==> src/rtl/seq_detector_param.sv <==
// Serial pattern detector with a runtime-loadable PAT_LEN-bit pattern, optional
// overlapping matches, a din_valid strobe and a saturating match counter.
module seq_detector_param #(
  parameter int PAT_LEN = 8,
  parameter int CNT_W   = 8
) (
  input  logic               clk,
  input  logic               rst,
  input  logic               din,
  input  logic               din_valid,
  input  logic [PAT_LEN-1:0] pat_in,
  input  logic               pat_load,
  input  logic               overlap_en,
  input  logic               cnt_clr,
  output logic               flag,
  output logic [CNT_W-1:0]   match_cnt,
  output logic               cnt_sat
);

  localparam int FILL_W = $clog2(PAT_LEN + 1);
  localparam logic [FILL_W-1:0] FILL_FULL = FILL_W'(PAT_LEN);
  localparam logic [CNT_W-1:0]  CNT_MAX   = '1;

  // Alternating 1010... with the MSB (oldest bit) set to 1.
  function automatic logic [PAT_LEN-1:0] reset_pattern();
    logic [PAT_LEN-1:0] p;
    for (int i = 0; i < PAT_LEN; i++) begin
      p[i] = ((i % 2) == ((PAT_LEN - 1) % 2));
    end
    return p;
  endfunction

  localparam logic [PAT_LEN-1:0] PAT_RESET = reset_pattern();

  typedef enum logic {
    SEARCH = 1'b0,
    ARMED  = 1'b1
  } state_e;

  state_e             state_q, state_d;
  logic [PAT_LEN-1:0] pat_q, pat_d;
  logic [PAT_LEN-1:0] hist_q, hist_d;
  logic [FILL_W-1:0]  fill_q, fill_d;
  logic               flag_q, flag_d;
  logic [CNT_W-1:0]   cnt_q, cnt_d;
  logic               sat_q, sat_d;

  logic [PAT_LEN-1:0] hist_shift;
  logic [FILL_W-1:0]  fill_inc;
  logic               match;

  assign hist_shift = {hist_q[PAT_LEN-2:0], din};
  assign fill_inc   = (state_q == ARMED) ? FILL_FULL : fill_q + FILL_W'(1);
  assign match      = din_valid && !pat_load && (fill_inc == FILL_FULL) &&
                      (hist_shift == pat_q);

  always_comb begin
    // NOTE: every signal gets a default first so no path leaves it unassigned,
    // which would otherwise infer a latch.
    state_d = state_q;
    pat_d   = pat_q;
    hist_d  = hist_q;
    fill_d  = fill_q;
    flag_d  = match;
    cnt_d   = cnt_q;
    sat_d   = sat_q;

    if (pat_load) begin
      pat_d   = pat_in;
      hist_d  = '0;
      fill_d  = '0;
      state_d = SEARCH;
    end else if (din_valid) begin
      hist_d = hist_shift;
      if (match && !overlap_en) begin
        // Non-overlapping: the next match must be built from fresh bits.
        fill_d  = '0;
        state_d = SEARCH;
      end else begin
        fill_d  = fill_inc;
        state_d = (fill_inc == FILL_FULL) ? ARMED : SEARCH;
      end
    end

    if (match && (cnt_q != CNT_MAX)) begin
      cnt_d = cnt_q + CNT_W'(1);
    end
    if (cnt_d == CNT_MAX) begin
      sat_d = 1'b1;
    end
    // Clear wins over a same-cycle increment; flag is unaffected.
    if (cnt_clr) begin
      cnt_d = '0;
      sat_d = 1'b0;
    end
  end

  // NOTE: sequential state uses non-blocking assignments so every register
  // samples the pre-edge values regardless of statement order.
  always_ff @(posedge clk or posedge rst) begin
    if (rst) begin
      state_q <= SEARCH;
      pat_q   <= PAT_RESET;
      hist_q  <= '0;
      fill_q  <= '0;
      flag_q  <= 1'b0;
      cnt_q   <= '0;
      sat_q   <= 1'b0;
    end else begin
      state_q <= state_d;
      pat_q   <= pat_d;
      hist_q  <= hist_d;
      fill_q  <= fill_d;
      flag_q  <= flag_d;
      cnt_q   <= cnt_d;
      sat_q   <= sat_d;
    end
  end

  assign flag      = flag_q;
  assign match_cnt = cnt_q;
  assign cnt_sat   = sat_q;

endmodule
==> config.mk <==
export PLATFORM = sky130hd
export DESIGN_NAME = seq_detector_param
export DESIGN_NICKNAME = d
export VERILOG_FILES = /design/src/rtl/seq_detector_param.sv
export SDC_FILE = /design/constraint.sdc
export NUM_CORES = 1
export LEC_CHECK = 0
export CAP_MARGIN = 15
export CORE_MARGIN = 3
export CORE_UTILIZATION = 33
export CTS_CLUSTER_SIZE = 28
export DETAILED_ROUTE_END_ITERATION = 12
export PLACE_DENSITY = 0.63
export SKIP_LAST_GASP = 1
export SLEW_MARGIN = 20
export SYNTH_ARGS = -nofsm -noshare
export SYNTH_HDL_FRONTEND = slang
export SYNTH_SLANG_ARGS = --single-unit
==> constraint.sdc <==
create_clock -name clk -period 3.4 [get_ports clk]
set_clock_uncertainty 0.05 [all_clocks]
set_input_delay 0.34 -clock clk [delete_from_list [all_inputs] [get_ports clk]]
set_output_delay 0.34 -clock clk [all_outputs]
set_load 0.02 [all_outputs]
; Word-level counts from Yosys, hierarchy flattened
; Index checks and enable logic that the tools add are counted.
[totals]
reg_bits = 30
mem_count = 0
ramBits = 0
input_bits = 15
elab_cells = 36
output_inout_bits = 10
mem_bits_ro = 0
latch_bits = 0
[classes]
n_mux = 14
bitwise_logic = 0
n_reduce_logical = 9
eq_ne = 4
n_shift = 0
addsub = 2
magnitude_cmp = 0
multipliers = 0
div_mod_pow = 0
[ops]
columns = cell, n
row1 = 4-bit two-way mux, 4
row2 = 8-bit two-way mux, 2
row3 = 7-bit two-way mux, 2
row4 = 8-bit by 1-bit adder with 8-bit output (second input constant), 1
row5 = 8-bit equality test, 1
row6 = 8-bit equality test (second input constant), 1
row7 = 8-bit != test (second input constant), 1
row8 = 1-bit two-way mux, 6
row9 = 1-bit logical AND, 5
row10 = 4-bit by 1-bit adder with 4-bit output (second input constant), 1
row11 = 4-bit equality test (second input constant), 1
row12 = 2-bit nonzero test, 2
row13 = 1-bit logical NOT, 2

; Longest topological paths before layout
[depth]
ltp_word = 10
ltp_mapped = 8

; Worst setup path after synthesis
; Ideal clock, no wire load.
[synth_path]
path_kind = register -> register
from = reg fill_q[0]
to = reg sat_q (netlist: cnt_sat)
path_slack_ns = 1.271
path_stages_with_launch = 8
setup_ns = 0.120
synth_period_minus_slack_ns = 2.129
path_buffers = 0
t_required_ns = 3.230
arrival_ns = 1.959
cell_sequence = dfrtp_1 > ha_1 > nor4b_4 > a31oi_4 > nor4_2 > mux2i_1 > nor2_2 > a41o_1
[synth_between]
elab_chain_cells = 9
[synth_lines]
columns = element, line
row1 = "start, declared", 43  ; logic [FILL_W-1:0] fill_q, fill_d;
row2 = "start signal, assigned", 113  ; fill_q <= fill_d;
row3 = 4-bit by 1-bit adder with 4-bit output, 53  ; assign fill_inc = (state_q == ARMED) ? FILL_FULL : fill_q + FILL_W'(1);
row4 = 4-bit two-way mux, 53
row5 = 4-bit equality test, 54  ; assign match = din_valid && !pat_load && (fill_inc == FILL_FULL) &&
row6 = 1-bit logical AND (2 in series), 54
row7 = 1-bit logical AND, 85  ; if (match && (cnt_q != CNT_MAX)) begin
row8 = 8-bit two-way mux, 85
row9 = 8-bit equality test, 88  ; if (cnt_d == CNT_MAX) begin
row10 = 2-bit nonzero test (no source line), -
row11 = "end signal, assigned", 116  ; sat_q <= sat_d;
row12 = "end, declared", 46  ; logic sat_q, sat_d;
; Every way passes these cells.
; A chain may end at the register's enable or synchronous reset.

; Worst setup path in the final report
; Ends and elaborated chain as after synthesis.

==> key figures <==
Drt
  – Iter 0 DRT Violations: 73
  – Routed length per instance: 13.2 um
  – DRT Pass-1 Iters: 4
  – Antenna-violating nets left: 0
  – DR top layer: met4
  – DRC: 0
  – Routed wl met2: 1510 um
  – Vias/cell: 4.85
  – Final wirelength: 3310 um
  – Vias: 1212
  – DR WL met3: 145 um
  – Met1 wire length: 1590 um

STA
  – Crit path time final: 2.29 ns
  – Endpoints failing setup: 0
  – WHS: 0.385 ns
  – Fmax: 437 MHz
  – Slew HR: 71.5%
  – Slew @ Worst Pin: 0.427 ns
  – Fin. Hold Viols: 0
  – Setup TNS: 0 ns
  – Tcrit/Tclk final: 67.3%
  – Slew Limit Fails: 0
  – RSZ-0062 raised after global routing: false

Pwr
  – VDD IR-drop max: 173 uV
  – LEAKAGE: 0.000837 uW
  – Total chip power: 819 uW
  – Pwr Density: 393 mW/mm2

Setup path
  – Crit. End Element: flip-flop
  – R2R setup slack: 1.11 ns
  – Worst EP arrival: 2.41 ns
  – Critical R2R Capture: cnt_sat
  – Crit-path cells: ha_1 > nor4b_4 > a31oi_4 > nor3b_4 > nand3b_1 > a31oi_1 > a41o_1
  – Crit path required time: 3.52 ns
  – Reg2reg path depth: 7
  – Worst setup path class: reg2reg
  – R2r startpoint: fill_q[0]
  – Setup crit end: cnt_sat
  – Startpoint Class: flip-flop
  – CP max FO: 8
  – Max incr delay on CP: 0.43 ns
  – CP max-delay cell: dfrtp_1
  – Crit. Startpoint: fill_q[0]

Die
  – # rows: 25
  – Initial Utilization: 34.6%
  – Die width: 76.6 um
  – Core footprint: 0.00475 mm2
  – Die ar.: 0.00587 mm2
  – Chip Height: 76.6 um
  – I/O Pins: 25

Final layout
  – Most common cell after layout, fill and taps aside: dfrtp_1
  – Nets: 200
  – Layout cells sized above 1: 15.8%
  – Post-layout util: 43.8%
  – Commonest cells after routing, fill and taps aside: dfrtp_1 (26), clkdlybuf4s50_1 (24), nor2_1 (19)
  – Post-route insts no fill: 250
  – Antenna cells: 0
  – Synthesis-to-layout area growth: 26.8%

CTS
  – Depth of the CTS H-tree: 2
  – Number of clock sinks: 30
  – Clock latency on the worst-skew pair: 0.28 ns
  – CTS tree: built
  – Clock Path Buffers: 2
  – Hold buffer count at CTS: 0
  – Post-CTS Resized: 0
  – Post-CTS Setup Inserts: 0
  – CTS buffer count: 5
  – Clk slew on worst S/H paths: 0.07 ns
  – Clock root buffer: clkbuf_8

Yosys
  – Post-synthesis cell type count: 43
  – Sequential share of the synthesized area: 46.0%
  – Flops & latches, synth: 30
  – Ys Warns: 0
  – Netlist Area Pre-Place: 0.00164 mm2
  – Post-Syn Nets: 171
  – Avg Inst Size Synth: 10.7 um2
  – Cells after Synth: 154

Global route
  – Pin count of the biggest net entering global routing: 31
  – Initial antenna violation count: 0
  – Total track usage: 12.7%
  – Vias in the first global route: 1248
  – Gr ovfl total: 0
  – First-pass GRT wire length: 5960 um

Placed design
  – I/O Buffers: 24
  – Placed insts: 243
  – Routability Congestion: 0.840
  – Hpwl dp: 2360 um

Flow run
  – Max cap viols: 0

Worst hold path
  – HP Class: in2async

Status
  – Outcome: complete, no violations
[layer usage]
layer	vias up	GRT usage (%)
met4	0	5.98
met5	-	0
met1	583	17.2
met2	22	18.4
li1	603	-
met3	4	4.14
[through the flow]
stage | instance area, um2 | setup WS, ns
after floorplan | 1640 | 1.27
after global placement | 1970 | 0.981
after detailed placement | 1970 | 0.941
after CTS | 2080 | 1.08
after global routing | 2080 | 0.970
final | 2080 | 1.11
[kinds of logic after synthesis]
logic type	count (synthesis)	share of synthesized area, %
AOI/OAI and AO/OA	15	7.00
xor gates and xnor gates	14	7.92
adders and majority gates	2	1.52
buffers and inverters	9	2.05
DFF	30	46.0
muxes	20	12.9
and+or+nand+nor	64	22.7
[worst max-delay path, delay by kind of cell (launching register included)]
| family | cells | cell delay (ns) |
|---|---|---|
| AND/OR/NAND/NOR | 3 | 0.80 |
| AO/OA/AOI/OAI | 3 | 0.52 |
| adder cells (fa/ha/maj) | 1 | 0.37 |
| flip-flops | 1 | 0.43 |
[area by class of cell]
class / count / area (um2)
clock buffer: 6 / 82.6
multi-input combinational: 115 / 855
inverter: 4 / 15.0
clock inverter: 1 / 30.0
fill: 497 / 2670
tap: 67 / 83.8
sequential: 30 / 756
timing repair buffer: 27 / 263
[how the worst min path moves through the flow]
stage                  start        end  slack, ns  cells after the start
global placement    pat_q[2]   pat_q[2]       0.45                      1
global route             rst   pat_q[4]       0.44                      3
CTS                      rst  hist_q[0]       0.39                      3
floorplan                rst    cnt_sat       0.38                      1
detailed placement  pat_q[0]   pat_q[0]       0.46                      1
finish                   rst  hist_q[0]       0.38                      3
[cells in the mapped netlist (all sizes together)]
| library cell | number | area share [%] |
|---|---|---|
| nand3b | 1 | 0.46 |
| xor2 | 10 | 5.3 |
| o32ai | 1 | 0.53 |
| nand4 | 2 | 0.76 |
| nor2 | 21 | 5.4 |
| o21ai | 3 | 0.91 |
| and2 | 1 | 0.38 |
| a31o | 1 | 0.53 |
| a21oi | 3 | 0.91 |
| nor4b | 1 | 1.4 |
| a31oi | 2 | 1.7 |
| nand2 | 11 | 2.7 |
| dfstp | 4 | 6.4 |
| mux2i | 11 | 6.7 |
| inv | 4 | 0.91 |
| nor3 | 5 | 1.5 |
| dfrtp | 26 | 40 |
| o211ai | 1 | 0.46 |
| a211oi | 2 | 0.91 |
| mux2 | 9 | 6.2 |
| or2 | 1 | 0.38 |
| ha | 2 | 1.5 |
| clkbuf | 3 | 0.68 |
| nor3b | 2 | 1.6 |
| a22oi | 1 | 0.46 |
| buf | 2 | 0.46 |
| nor2b | 2 | 0.76 |
| nor4 | 5 | 3.0 |
| nand2b | 1 | 0.38 |
| or3 | 1 | 0.38 |
| xnor2 | 4 | 2.6 |
| a41o | 1 | 0.61 |
| nand4b | 2 | 1.1 |
| nand3 | 8 | 2.4 |
[where the power goes]
| group | total [uW] | internal, uW | switching (uW) |
|---|---|---|---|
| combinational | 70.2 | 36.0 | 34.2 |
| sequential | 384 | 374 | 10.4 |
| clock | 365 | 234 | 131 |
[registers in the layout (all words and copies together), names as in the netlist]
signal / count
cnt_sat: 1
fill_q: 4
flag: 1
hist_q: 7
match_cnt: 8
pat_q: 8
state_q: 1
Power figures use the tool's default switching activity.
